===== src/rtl/divisor_secuencial_n.sv =====
// Sequential restoring divider: one quotient bit per clock, registered results with a done pulse.
// Optional macro DIVISOR_SIGNO_EN selects two's-complement operands and results.
//
// state | meaning
// IDLE  | waiting for start; results held
// CALC  | one restoring step per cycle, MSB first
// DONE  | results just registered; done high for this cycle
module divisor_secuencial_n #(
  parameter int WIDTH = 4
) (
  input  logic             clk,
  input  logic             rst,
  input  logic             start,
  input  logic [WIDTH-1:0] dividendo,
  input  logic [WIDTH-1:0] divisor,
  output logic             busy,
  output logic             done,
  output logic [WIDTH-1:0] cociente,
  output logic [WIDTH-1:0] residuo,
  output logic             div_cero
);

  localparam int CW = (WIDTH > 2) ? $clog2(WIDTH) : 1;

  typedef enum logic [1:0] {IDLE, CALC, DONE} state_t;

  state_t state, state_nx;

  logic [WIDTH-1:0] dvd;
  logic [WIDTH-1:0] dvs;
  logic [WIDTH-1:0] rem;
  logic [WIDTH-1:0] quo;
  logic [CW-1:0]    cnt;
  logic             neg_q;
  logic             neg_r;

  logic             a_neg;
  logic             b_neg;
  logic [WIDTH-1:0] a_mag;
  logic [WIDTH-1:0] b_mag;

  logic [WIDTH:0]   rem_sh;
  logic [WIDTH:0]   diff;
  logic             q_bit;
  logic [WIDTH-1:0] rem_nx;
  logic [WIDTH-1:0] quo_nx;
  logic [WIDTH-1:0] q_fin;
  logic [WIDTH-1:0] r_fin;

`ifdef DIVISOR_SIGNO_EN
  assign a_neg = dividendo[WIDTH-1];
  assign b_neg = divisor[WIDTH-1];
  assign a_mag = a_neg ? (~dividendo + 1'b1) : dividendo;
  assign b_mag = b_neg ? (~divisor + 1'b1) : divisor;
`else
  assign a_neg = 1'b0;
  assign b_neg = 1'b0;
  assign a_mag = dividendo;
  assign b_mag = divisor;
`endif

  // rem < dvs always holds, so a restored remainder never carries into bit WIDTH
  always_comb begin
    rem_sh = {rem, dvd[WIDTH-1]};
    diff   = rem_sh - {1'b0, dvs};
    q_bit  = ~diff[WIDTH];
    rem_nx = q_bit ? diff[WIDTH-1:0] : rem_sh[WIDTH-1:0];
    quo_nx = {quo[WIDTH-2:0], q_bit};
    q_fin  = neg_q ? (~quo_nx + 1'b1) : quo_nx;
    r_fin  = neg_r ? (~rem_nx + 1'b1) : rem_nx;
  end

  always_ff @(posedge clk) begin
    if (rst) state <= IDLE;
    else     state <= state_nx;
  end

  always_comb begin
    state_nx = state;
    case (state)
      IDLE: if (start) state_nx = (divisor == '0) ? DONE : CALC;
      CALC: if (cnt == '0) state_nx = DONE;
      DONE: state_nx = IDLE;
      default: state_nx = IDLE;
    endcase
  end

  always_ff @(posedge clk) begin
    if (rst) begin
      busy     <= 1'b0;
      done     <= 1'b0;
      cociente <= '0;
      residuo  <= '0;
      div_cero <= 1'b0;
      dvd      <= '0;
      dvs      <= '0;
      rem      <= '0;
      quo      <= '0;
      cnt      <= '0;
      neg_q    <= 1'b0;
      neg_r    <= 1'b0;
    end else begin
      done <= 1'b0;
      busy <= (state_nx != IDLE);
      case (state)
        IDLE: begin
          if (start) begin
            dvd   <= a_mag;
            dvs   <= b_mag;
            rem   <= '0;
            quo   <= '0;
            cnt   <= CW'(WIDTH - 1);
            neg_q <= a_neg ^ b_neg;
            neg_r <= a_neg;
            if (divisor == '0) begin
              cociente <= '1;
              residuo  <= dividendo;
              div_cero <= 1'b1;
              done     <= 1'b1;
            end
          end
        end
        CALC: begin
          rem <= rem_nx;
          quo <= quo_nx;
          dvd <= {dvd[WIDTH-2:0], 1'b0};
          cnt <= cnt - 1'b1;
          if (cnt == '0) begin
            cociente <= q_fin;
            residuo  <= r_fin;
            div_cero <= 1'b0;
            done     <= 1'b1;
          end
        end
        default: ;
      endcase
    end
  end

endmodule


===== config.mk =====
export PLATFORM = sky130hd
export DESIGN_NAME = divisor_secuencial_n
export DESIGN_NICKNAME = d
export VERILOG_FILES = /design/src/rtl/divisor_secuencial_n.sv
export SDC_FILE = /design/constraint.sdc
export NUM_CORES = 1
export LEC_CHECK = 0
export CAP_MARGIN = 15
export CORE_UTILIZATION = 33
export DETAILED_ROUTE_END_ITERATION = 10
export PLACE_DENSITY = 0.64
export SYNTH_ARGS = -nofsm -noshare
export SYNTH_HDL_FRONTEND = slang
export SYNTH_SLANG_ARGS = --single-unit
export TNS_END_PERCENT = 50

===== constraint.sdc =====
create_clock -name clk -period 2.4 [get_ports clk]
set_input_delay 0.24 -clock clk [delete_from_list [all_inputs] [get_ports clk]]
set_output_delay 0.24 -clock clk [all_outputs]
set_load 0.03 [all_outputs]

# == Word-level counts from Yosys, hierarchy flattened ==
# Index checks and enable logic that the tools add are counted.
# totals
ff_bits,30
out_inout_bits,11
# op_classes
add_sub_neg,2
eq_ne,4
muxes,28
n_bitwise,1
n_reduce_logical,8
# ops
cell,n
2-to-1 mux 4 bit,9
one-hot mux 4 bit (2 select lines),4
2-to-1 mux 2 bit,4
one-hot mux 2 bit (2 select lines),2
2-to-1 mux 1 bit,6
"inequality test 2 bit, second input constant",3
one-hot mux 3 bit (2 select lines),1
subtractor 5 x 4 -> 5 bit,1
zero test 2 bit,2
zero test 4 bit,1
one-hot mux 1 bit (2 select lines),2
AND reduction 2 bit,2
AND reduction 4 bit,1
nonzero test 2 bit,2
"== test 2 x 1 -> 1 bit, second input constant",1
"subtractor 2 x 1 -> 2 bit, second input constant",1
NOT 1 bit,1

# == Longest topological paths before layout ==
# depth
ltp_word,5
depth_mapped,8

# == Worst setup path before layout ==
# No wires, ideal clock.
# synth_path
path_kind,reg2reg
from,register dvd[3]
to,register residuo[2]
t_arrival_ns,1.957
required_time_ns,2.312
slack_ns,0.355
stages_incl_launch_ff,9
path_buffers,0
cell_sequence,dfxtp_1 > inv_1 > ha_1 > fa_1 > nand2b_4 > a21oi_4 > xnor2_1 > mux2_2 > a311oi_2
# synth_via
elab_chain_len,4
# synth_lines
element,line,source
start: declaration,29,logic [WIDTH-1:0] dvd;
start signal: assignment,108,dvd <= a_mag;
start signal: assignment,126,"dvd <= {dvd[WIDTH-2:0], 1'b0};"
subtractor 5 x 4 -> 5 bit,65,"diff = rem_sh - {1'b0, dvs};"
2-to-1 mux 4 bit,67,rem_nx = q_bit ? diff[WIDTH-1:0] : rem_sh[WIDTH-1:0];
2-to-1 mux 4 bit,128,if (cnt == '0) begin
one-hot mux 4 bit (2 select lines),105,case (state)
end signal: assignment,117,residuo <= dividendo;
end signal: assignment,130,residuo <= r_fin;
end: declaration,19,"output logic [WIDTH-1:0] residuo,"
# Every way passes these cells. The select of a mux whose other input is x is not followed.
# A chain may end at the register's enable or synchronous reset.

# == Worst setup path in the final report ==
# Ends and elaborated chain as after synthesis.

==> results.txt <==
* Outcome: complete, no violations
- For this run, the total global-route usage over all layers was measured as 0.155.
- The worst setup path is captured at a flop.
- The via count of the first global-routing pass came to 1100.
* Path type of the worst min-delay path: reg -> reg
- Total of cells resized after clock tree synthesis: 0
- Critical Path RT: 2.60 ns
- Area growth syn-to-layout: 24.7%
* EDFF count, synth: 0
- # setup viols final: 0
- In the routed design, unresolved DRC markers number 0.
- After clock tree synthesis, the setup repair step added 0 buffers.
- The number of hold violations in the final report is 0.
- Vert. Die Dim: roughly 70 um
- When the netlist entered floorplanning its net count stood at about 180.
- Setup repair after global routing missed its margin: no
* Worst-case register-to-register setup slack: around 0.24 ns
- Clock tree from TritonCTS: built
- The worst register-to-register path begins at dvd[3]$_SDFFE_PP0P_.
- Number of antenna violations at the first check in global routing: 0
* CTS root buffer: clkbuf_8
- Max-slew headroom: 0.667
* Clock-pin transition on the worst setup and hold timing paths: 0.06 ns
- In this run the count of I/O pins placed on the die edge is 22.
* Slew at the pin with the worst max-slew slack: 0.494 ns
- Number of warnings printed during yosys synthesis: 0
- Die span in x: around 70 um
- Once detail routing completed, the nets flagged for antenna violations numbered 0.
- For this configuration, the core starts out at a cell density of 0.353.
- Share of post-route cells with drive strength above 1: 0.152
* Number of hold buffers added after cts: 0
* VDD IR-drop max: around 0.35 mV
- Maximum number of pins on one net before global-route repair: 31
* GRT overflow: 0
- Final number of max-transition violations: 0
- Multi-input logic area: 738 um^2
- Capture point of the critical path: residuo[2]$_SDFFE_PP0P_
* Gate count of the mapped netlist: 159
- Static leakage: 0.682 nW
* Time the final worst path needs with I/O delays and setup: 2.16 ns
- Maximum buffer depth of the clock tree: 2
- Detailed Routing Iterations Pass 1: 4
- IO Port Bufs: 21
- Maximum net fanout on the critical path: 3
* Finished Core Util: 0.440
* Fmax achieved: between 0.4 and 0.5 GHz
- Using the TritonRoute via totals, the vias-per-cell ratio works out to between 4 and 5.
- Max Clock Skew: 0.00500 ns
- The tool flagged a number of max-cap violations equal to 0.
- By startpoint and endpoint, the worst setup path is classified as reg -> reg.
- The die covers 4640 um^2.
* Number of design-rule violations left by the first detailed-router iteration: 48
- The mapped netlist covers 1440 um^2.
- Number of filler instances in the final layout: 405
- The repair_antennas step left the layout with diodes totalling 0.
- End of the worst register-to-register path: residuo[2]$_SDFFE_PP0P_
* Number of levels in the clock H-tree: 2
- Primary FF master, synth: dfxtp_1
- STA classifies the critical path startpoint as a flop.
- Total area of sequential cells: 601 um^2
- Aggregate routed wire length: 2930 um
- Worst setup path start: dvd[3]$_SDFFE_PP0P_
- Area of the placeable core: roughly 4100 um^2
- Final layout net count: 200
- The first global-routing pass estimated 5100 um of wire.
- Clock tree synthesis found a total of 30 sinks.
- Buffers inserted during clock tree synthesis total 5.
* Number of synthesized register bits: 30
- Total negative slack for setup checks: 0 ns
- The average instance in the mapped netlist occupies 9.07 um^2.
- At the worst endpoint, the arrival time is 2.36 ns.
- The detailed router placed around 1200 vias in this run.
- At the end of routability-driven placement, the weighted congestion stood at 0.859.
* Number of distinct library cells after synthesis: 37
- Row count: 23
* Fraction of registers with async set or reset after synthesis: 0
- Number of cell instances on the worst register-to-register path: 8
- Average wire per standard cell: 12.5 um
* Clock network latency to the later pin of the worst-skew pair: around 0.28 ns
* Power density over cell area: between 700 and 800 nW/um^2
- In the finished design, the share of the clock period the worst path needs comes to 0.901.
* Seq/Total Area, Yosys: 0.417
- Summed over all nets, the half-perimeter wirelength after detailed placement is between 2000 and 2500 um.
[cell usage after synthesis, types with 2 or more instances]
master | count | area share
inv_1 | 11 | 0.029
nand2b_1 | 4 | 0.017
a221oi_1 | 3 | 0.018
nand3_1 | 2 | 0.0069
o22ai_1 | 3 | 0.013
nor2_2 | 3 | 0.013
a211oi_2 | 3 | 0.026
o21ai_0 | 2 | 0.0069
ha_1 | 5 | 0.043
buf_2 | 3 | 0.010
a211oi_1 | 3 | 0.016
clkbuf_1 | 4 | 0.010
a311oi_2 | 3 | 0.031
nand2_1 | 10 | 0.026
a22oi_1 | 5 | 0.026
nor2_1 | 32 | 0.083
mux2i_1 | 3 | 0.021
dfxtp_1 | 30 | 0.42
nand2_4 | 2 | 0.016
a21oi_1 | 11 | 0.038
[routing by layer]
layer / wire, um / GRT usage
met3: 152 / 0.0650
met2: 1350 / 0.234
met4: 44 / 0.0625
met1: 1380 / 0.192
met5: 0 / 0
[metrics by stage]
stage          instances  total power, W  hold WS, ns  setup slack, ns  instance area [um^2]
2_1_floorplan        159        0.000828        0.379            0.355                  1440
3_3_place_gp         226        0.000918        0.445            0.308                  1690
3_5_place_dp         226        0.000920        0.450            0.252                  1690
4_1_cts              234         0.00142        0.460            0.229                  1800
5_1_grt              234         0.00149        0.499           0.0968                  1800
6_report             234         0.00140        0.455            0.238                  1800
[placed cells by master, fill, tap and decap left out, types with 2 or more instances in the layout]
master / count
nor2_1: 32
dfxtp_1: 30
a221oi_1: 3
buf_4: 5
a21oi_1: 11
clkbuf_1: 2
inv_1: 11
a22oi_1: 5
a311oi_2: 3
o22ai_1: 3
o21ai_0: 2
nand3_1: 2
a211oi_2: 3
nand2_4: 2
clkbuf_8: 5
clkdlybuf4s50_1: 21
nor2_2: 3
mux2i_1: 3
nand2_1: 10
a211oi_1: 3
ha_1: 5
nand2b_1: 4
[cell type report]
type | count | share of cell area
Sequential cell | 30 | 0.334
Clock buffer | 7 | 0.0425
Multi-Input combinational cell | 109 | 0.411
Tap cell | 50 | 0.0348
Timing Repair Buffer | 26 | 0.138
Clock inverter | 1 | 0.0167
Inverter | 11 | 0.0230
[flip-flops by register name, summed over array words and instances (netlist names)]
| signal | count |
|---|---|
| cociente | 4 |
| div_cero | 1 |
| residuo | 4 |
| busy | 1 |
| dvs | 4 |
| done | 1 |
| cnt | 2 |
| quo | 3 |
| state | 2 |
| dvd | 4 |
| rem | 4 |
[worst min path at each step]
stage | cells past startpoint | to | start
detailed placement | 2 | div_cero$_SDFFE_PP0P_ | div_cero$_SDFFE_PP0P_
finish | 2 | div_cero$_SDFFE_PP0P_ | div_cero$_SDFFE_PP0P_
global placement | 2 | div_cero$_SDFFE_PP0P_ | div_cero$_SDFFE_PP0P_
CTS | 2 | div_cero$_SDFFE_PP0P_ | div_cero$_SDFFE_PP0P_
global route | 2 | div_cero$_SDFFE_PP0P_ | div_cero$_SDFFE_PP0P_
floorplan | 2 | dvs[2]$_SDFFE_PP0P_ | divisor[2]
[power breakdown]
part           switching, W  internal (W)
Combinational      0.000190      0.000146
Sequential        0.0000288      0.000542
Clock              0.000185      0.000310
[worst max-delay path, cell delays in order, from the launching register on]
cell	delay, ns
dfxtp_1	0.30
inv_1	0.06
ha_1	0.22
fa_1	0.39
nand2b_4	0.17
a21oi_4	0.16
xnor2_1	0.18
mux2_2	0.38
a311oi_2	0.22
[cell families after synthesis]
kind of cell / count (synthesis) / synth area share
adders and majority gates: 6 / 0.0573
and+or+nand+nor: 60 / 0.207
xor gates and xnor gates: 2 / 0.0174
DFF: 30 / 0.417
buffers and inverters: 20 / 0.0712
muxes: 4 / 0.0286
AOI/OAI and AO/OA: 37 / 0.202
Power figures use the tool's default switching activity.
